`src/rtl/serial_adder.sv`:
```
// Bit-serial adder: one full-adder stage walks the operands LSB-first, one bit per clock,
// and gathers the sum bits and final carry into a WIDTH-bit result.

module fulladder (
  input  logic a,
  input  logic b,
  input  logic c_in,
  output logic sum,
  output logic c_out
);
  assign sum   = a ^ b ^ c_in;
  assign c_out = (a & b) | (c_in & (a ^ b));
endmodule

// Handshakes: a transfer happens on a rising edge where valid and ready are both high;
// valid/ready are decoded from the state register only, so nothing combinational links in to out.
module serial_adder #(
  parameter int WIDTH = 8
) (
  input  logic             clk,
  input  logic             rst_n,
  input  logic             in_valid,
  output logic             in_ready,
  input  logic [WIDTH-1:0] op_a,
  input  logic [WIDTH-1:0] op_b,
  input  logic             c_in,
  output logic             out_valid,
  input  logic             out_ready,
  output logic [WIDTH-1:0] sum,
  output logic             c_out,
  output logic             busy,
  output logic [1:0]       dbg_state_o
);

  localparam int CW = (WIDTH > 2) ? $clog2(WIDTH) : 1;
  localparam logic [CW-1:0] LAST = CW'(WIDTH - 1);

  typedef enum logic [1:0] {
    S_IDLE = 2'd0,
    S_RUN  = 2'd1,
    S_DONE = 2'd2
  } state_e;

  state_e           state_q, state_d;
  logic [WIDTH-1:0] a_sh_q, a_sh_d;
  logic [WIDTH-1:0] b_sh_q, b_sh_d;
  logic [WIDTH-1:0] sum_sh_q, sum_sh_d;
  logic             carry_q, carry_d;
  logic [CW-1:0]    cnt_q, cnt_d;
  logic             fa_sum, fa_c_out;

  fulladder u_fa (
    .a     (a_sh_q[0]),
    .b     (b_sh_q[0]),
    .c_in  (carry_q),
    .sum   (fa_sum),
    .c_out (fa_c_out)
  );

  always_ff @(posedge clk or negedge rst_n) begin
    if (!rst_n) begin
      state_q  <= S_IDLE;
      a_sh_q   <= '0;
      b_sh_q   <= '0;
      sum_sh_q <= '0;
      carry_q  <= 1'b0;
      cnt_q    <= '0;
    end else begin
      state_q  <= state_d;
      a_sh_q   <= a_sh_d;
      b_sh_q   <= b_sh_d;
      sum_sh_q <= sum_sh_d;
      carry_q  <= carry_d;
      cnt_q    <= cnt_d;
    end
  end

  always_comb begin
    state_d  = state_q;
    a_sh_d   = a_sh_q;
    b_sh_d   = b_sh_q;
    sum_sh_d = sum_sh_q;
    carry_d  = carry_q;
    cnt_d    = cnt_q;
    unique case (state_q)
      S_IDLE: begin
        if (in_valid) begin
          a_sh_d  = op_a;
          b_sh_d  = op_b;
          carry_d = c_in;
          cnt_d   = '0;
          state_d = S_RUN;
        end
      end
      S_RUN: begin
        a_sh_d   = a_sh_q >> 1;
        b_sh_d   = b_sh_q >> 1;
        sum_sh_d = {fa_sum, sum_sh_q[WIDTH-1:1]};
        carry_d  = fa_c_out;
        // Counter parks on LAST for the final bit so it never wraps.
        if (cnt_q == LAST) state_d = S_DONE;
        else               cnt_d   = cnt_q + 1'b1;
      end
      S_DONE: begin
        if (out_ready) state_d = S_IDLE;
      end
      default: state_d = S_IDLE;
    endcase
  end

  // The result registers double as outputs; they hold through DONE and the following IDLE.
  assign sum         = sum_sh_q;
  assign c_out       = carry_q;
  assign in_ready    = (state_q == S_IDLE);
  assign busy        = (state_q == S_RUN);
  assign out_valid   = (state_q == S_DONE);
  assign dbg_state_o = state_q;

endmodule

```
`config.mk`:
```
export PLATFORM = sky130hd
export DESIGN_NAME = serial_adder
export DESIGN_NICKNAME = d
export VERILOG_FILES = /design/src/rtl/serial_adder.sv
export SDC_FILE = /design/constraint.sdc
export NUM_CORES = 1
export LEC_CHECK = 0
export ABC_AREA = 0
export BUFFER_PORTS_ARGS = -buffer_cell sky130_fd_sc_hd__buf_2
export CAP_MARGIN = 30
export CORE_UTILIZATION = 48
export CTS_CLUSTER_DIAMETER = 30
export DETAILED_ROUTE_END_ITERATION = 7
export PLACE_DENSITY_LB_ADDON = 0.15
export REMOVE_ABC_BUFFERS = 1
export SLEW_MARGIN = 15
export SYNTH_ARGS = -nofsm -noshare
export SYNTH_HDL_FRONTEND = slang
export SYNTH_HIERARCHICAL = 1
export SYNTH_SLANG_ARGS = --single-unit
```
`constraint.sdc`:
```
create_clock -name clk -period 1.2 [get_ports clk]
set_input_delay 0 -clock clk [delete_from_list [all_inputs] [get_ports clk]]
set_output_delay 0 -clock clk [all_outputs]
set_load 0.02 [all_outputs]
```
==> summary.md <==
| Metric | Value |
|---|---|
| Max Transition Viols Final | 0 |
| NetSw | 2.177 mW |
| Initial antenna violation count | 0 |
| Die Width | 58.37 um |
| Clk buf depth | 2 |
| PwrDens | 2495 mW/mm2 |
| Clock power share | 9.4% |
| # IOs | 35 |
| Worst Reg-to-Reg Cells | 4 |
| Comb pwr share | 58.5% |
| CP max FO | 7 |
| 1st-iter DRT viols | 20 |
| Reg2reg setup slack | -0.13 ns |
| Yosys top cell area share | 49.22% |
| Fin crit period | 1.330 ns |
| Critical path type | flop to flop |
| Wirelength per Cell | 15.77 um |
| Placeable Area | 0.003028 mm2 |
| Post-route antenna net violation count | 0 |
| H-tree levels | 2 |
| Delay of the slowest critical-path stage | 0.47 ns |
| Int Power | 3.543 mW |
| Synth Register Bits | 30 |
| Count of cell types in the netlist | 29 |
| Crit path to | b_sh_q[4] |
| Inserted Clock Buffers | 5 |
| Post-place setup slack | -0.1879 ns |
| Post-synth EDFFs | 0 |
| Final period utilization | 110.9% |
| Skew final | 0.003888 ns |
| Routed via count | 1265 |
| Antenna diodes | 0 |
| CP Launch Type | flop |
| Synth Flop Type | dfrtp_1 |
| Seq pwr share | 32.2% |
| Final hold violations | 0 |
| Sw frac | 38.06% |
| Ranking of synthesized cells by area | dfrtp_1, nor4b_1, mux2_2 |
| Most frequent cells after synthesis | dfrtp_1, inv_1, nor3b_1, nor4b_1, a211oi_1 |
| Register Area | 753.2 um2 |
| Layout area overhead | 50.29% |
| Final wirelength | 3674 um |
| Worst min path class | primary input to flop |
| Die ar. | 0.003407 mm2 |
| Leakage | 1.038 nW |
| CTS clk-pin slew, worst paths | 0.08 ns |
| Clock sink count | 30 |
| Failing checks | negative setup slack |
| Synth Area in XOR/XNOR | 0% |
| CTS Root Cell | clkbuf_4 |
| YS warnings | 6 |
| RSZ-0062 raised after global routing | yes |
| Post-Synth Adder-Cell Area | 2.953% |
| Final Worst Setup Slack | -0.1303 ns |
| Multi-input logic area | 897.1 um2 |
| Post-synthesis simple-gate area fraction | 20.10% |
| Synth Instances | 131 |
| Worst path arrival time | 1.59 ns |
| Cell with the most instances after synthesis | dfrtp_1 |
| Global-route wire length before repair | 5609 um |
| Synthesized area per cell | 11.64 um2 |
| Row count | 20 |
| Layout Nets | 213 |
| Drt pass-1 iters | 4 |
| Pin count of the biggest net entering global routing | 31 |
| I/O Buffers | 34 |
| Vias in the first global route | 1204 |
| Largest family of logic cells by synthesized area | simple AND/OR/NAND/NOR gates |
| Filler cells | 200 |
| Maximum Capacitance Violations | 0 |
| Worst skew pair latency | 0.32 ns |
| Post-synthesis mux area share | 5.906% |
| All-Layer GR Usage | 22.52% |
| Compound-cell area share of the yosys netlist | 13.70% |
| CP endpoint kind | flop |
| CP Cell Sequence | buf_4 -> buf_4 -> o21ba_4 -> o221a_2 |
| Post-synthesis sequential area ratio | 49.22% |
| Setup violators final | 28 |
| Worst flop-to-flop path endpoint | b_sh_q[4] |
| GP Congestion | 0.7357 |
| Worst path slowest cell | dfrtp_2 |
| Overflow left after global routing | 0 |
| Max frequency | 751.7 MHz |
| Design Power | 5.719 mW |
| Post-DR vias/cell | 5.429 |
| Cell Area, Synth | 0.001525 mm2 |
| Critical Path Start | dbg_state_o[1] |
| CP Data Required Time | 1.46 ns |
| Die Height | 58.37 um |
| Post-DP HPWL | 2168 um |
| Post-synth ARST share | 100.0% |
| Outcome | complete, but fails checks |
| Max-slew headroom | 54.90% |
| Residual DRC count | 0 |
| Area leader, netlist | dfrtp_1 |
| Measured slew at the worst slew-check pin | 0.6764 ns |
| CTS tree | yes |
| Cell mode on critical path | buf_4 |
| Max VDD drop | 1.045 mV |
| Critical R2R Launch | dbg_state_o[1] |
| Layout cell share with drive strength beyond 1 | 55.03% |
| Initial cell density of the core | 50.37% |
logic make-up after synthesis:
family | Yosys count
buffers and inverters | 27
and+or+nand+nor | 39
muxes | 8
AOI/OAI and AO/OA | 24
DFF | 30
adders and majority gates | 3
metrics by stage:
| stage | util (%) | std cells | area, um2 | hold slack [ns] | setup TNS [ns] |
|---|---|---|---|---|---|
| 6_report | 75.70 | 233 | 2292 | 0.02653 | -1.538 |
| 5_1_grt | 75.70 | 233 | 2292 | 0.02837 | -2.701 |
| 4_1_cts | 69.75 | 231 | 2112 | 0.006141 | -1.158 |
| 3_5_place_dp | 59.71 | 212 | 1808 | 0.06798 | -4.207 |
| 3_3_place_gp | 59.71 | 212 | 1808 | 0.06938 | -3.217 |
| 2_1_floorplan | - | 119 | 1458 | -0.2956 | -13.18 |
layout by cell type, fill, tap and decap left out, types with 2 or more instances in the layout:
master         Yosys  layout
o221a_2            4       4
nor4b_4            0       8
nand2b_1           4       3
buf_12             0       2
dfrtp_1           30      28
buf_6              1      14
mux2_4             0       8
nand2b_4           1       2
nand3_1            2       2
dlygate4sd3_1      0       3
nor3b_1           12      11
clkbuf_4           0       5
buf_4              2      14
a211oi_2           0       4
clkbuf_1           3       2
a211oi_1          11       7
inv_1             15      14
dfrtp_2            0       2
ha_4               0       2
nor4b_1           12       3
buf_2              6      30
or4b_1             4       4
power groups by stage:
stage	registers [mW]	logic, mW	clock network [mW]
after floorplan	2.09	1.18	0
after CTS	1.79	2.86	0.549
after detailed placement	1.86	2.29	0
final	1.84	3.35	0.535
after global placement	1.83	2.23	0
after global routing	1.91	3.61	0.592
worst max-delay path: cells and delay by family (launching register included):
family | cells | cell delay [ns]
buffers and inverters | 2 | 0.32
AOI/OAI and AO/OA | 2 | 0.48
DFF | 1 | 0.47
worst min-delay path by stage:
stage / from / to / slack [ns] / depth (start not counted)
final: op_b[7] / b_sh_q[7] / 0.03 / 3
after global routing: op_b[6] / b_sh_q[6] / 0.03 / 3
after CTS: op_b[7] / b_sh_q[7] / 0.006 / 3
after detailed placement: rst_n / sum[6] / 0.07 / 1
after global placement: rst_n / cnt_q[2] / 0.07 / 1
after floorplan: rst_n / a_sh_q[0] / -0.30 / 0
sequential cells by signal, summed over array words and instances (netlist names):
signal,cells
a_sh_q,8
b_sh_q,8
sum,8
cnt_q,3
dbg_state_o,2
c_out,1
layer usage:
| metal | routed length, um | vias to the layer above | global-route usage, % |
|---|---|---|---|
| li1 | - | 601 | - |
| met1 | 1541 | 630 | 27.55 |
| met2 | 1952 | 27 | 38.42 |
| met3 | 112 | 7 | 3.956 |
| met4 | 68 | 0 | 11.22 |
| met5 | 0 | - | 0 |
repair_timing:
| item | 4_1_cts | 5_1_grt |
|---|---|---|
| resized for setup | 40 | 30 |
| setup buffers | 9 | 2 |
| hold buffers | 3 | 0 |
| pin swaps | 9 | 3 |
| endpoints found under the hold margin | 32 | 0 |
| endpoints found under the setup margin | 35 | 33 |
| cloned | 0 | 0 |
cell type report:
cell class | instances | share of cell area [%]
clock buffers | 7 | 1.965
flip-flops and latches | 30 | 32.86
repair buffers | 63 | 21.07
multi-input cells | 74 | 39.14
well taps | 44 | 2.402
inverters | 15 | 2.566
No activity file was read; power rests on OpenSTA's default activity.
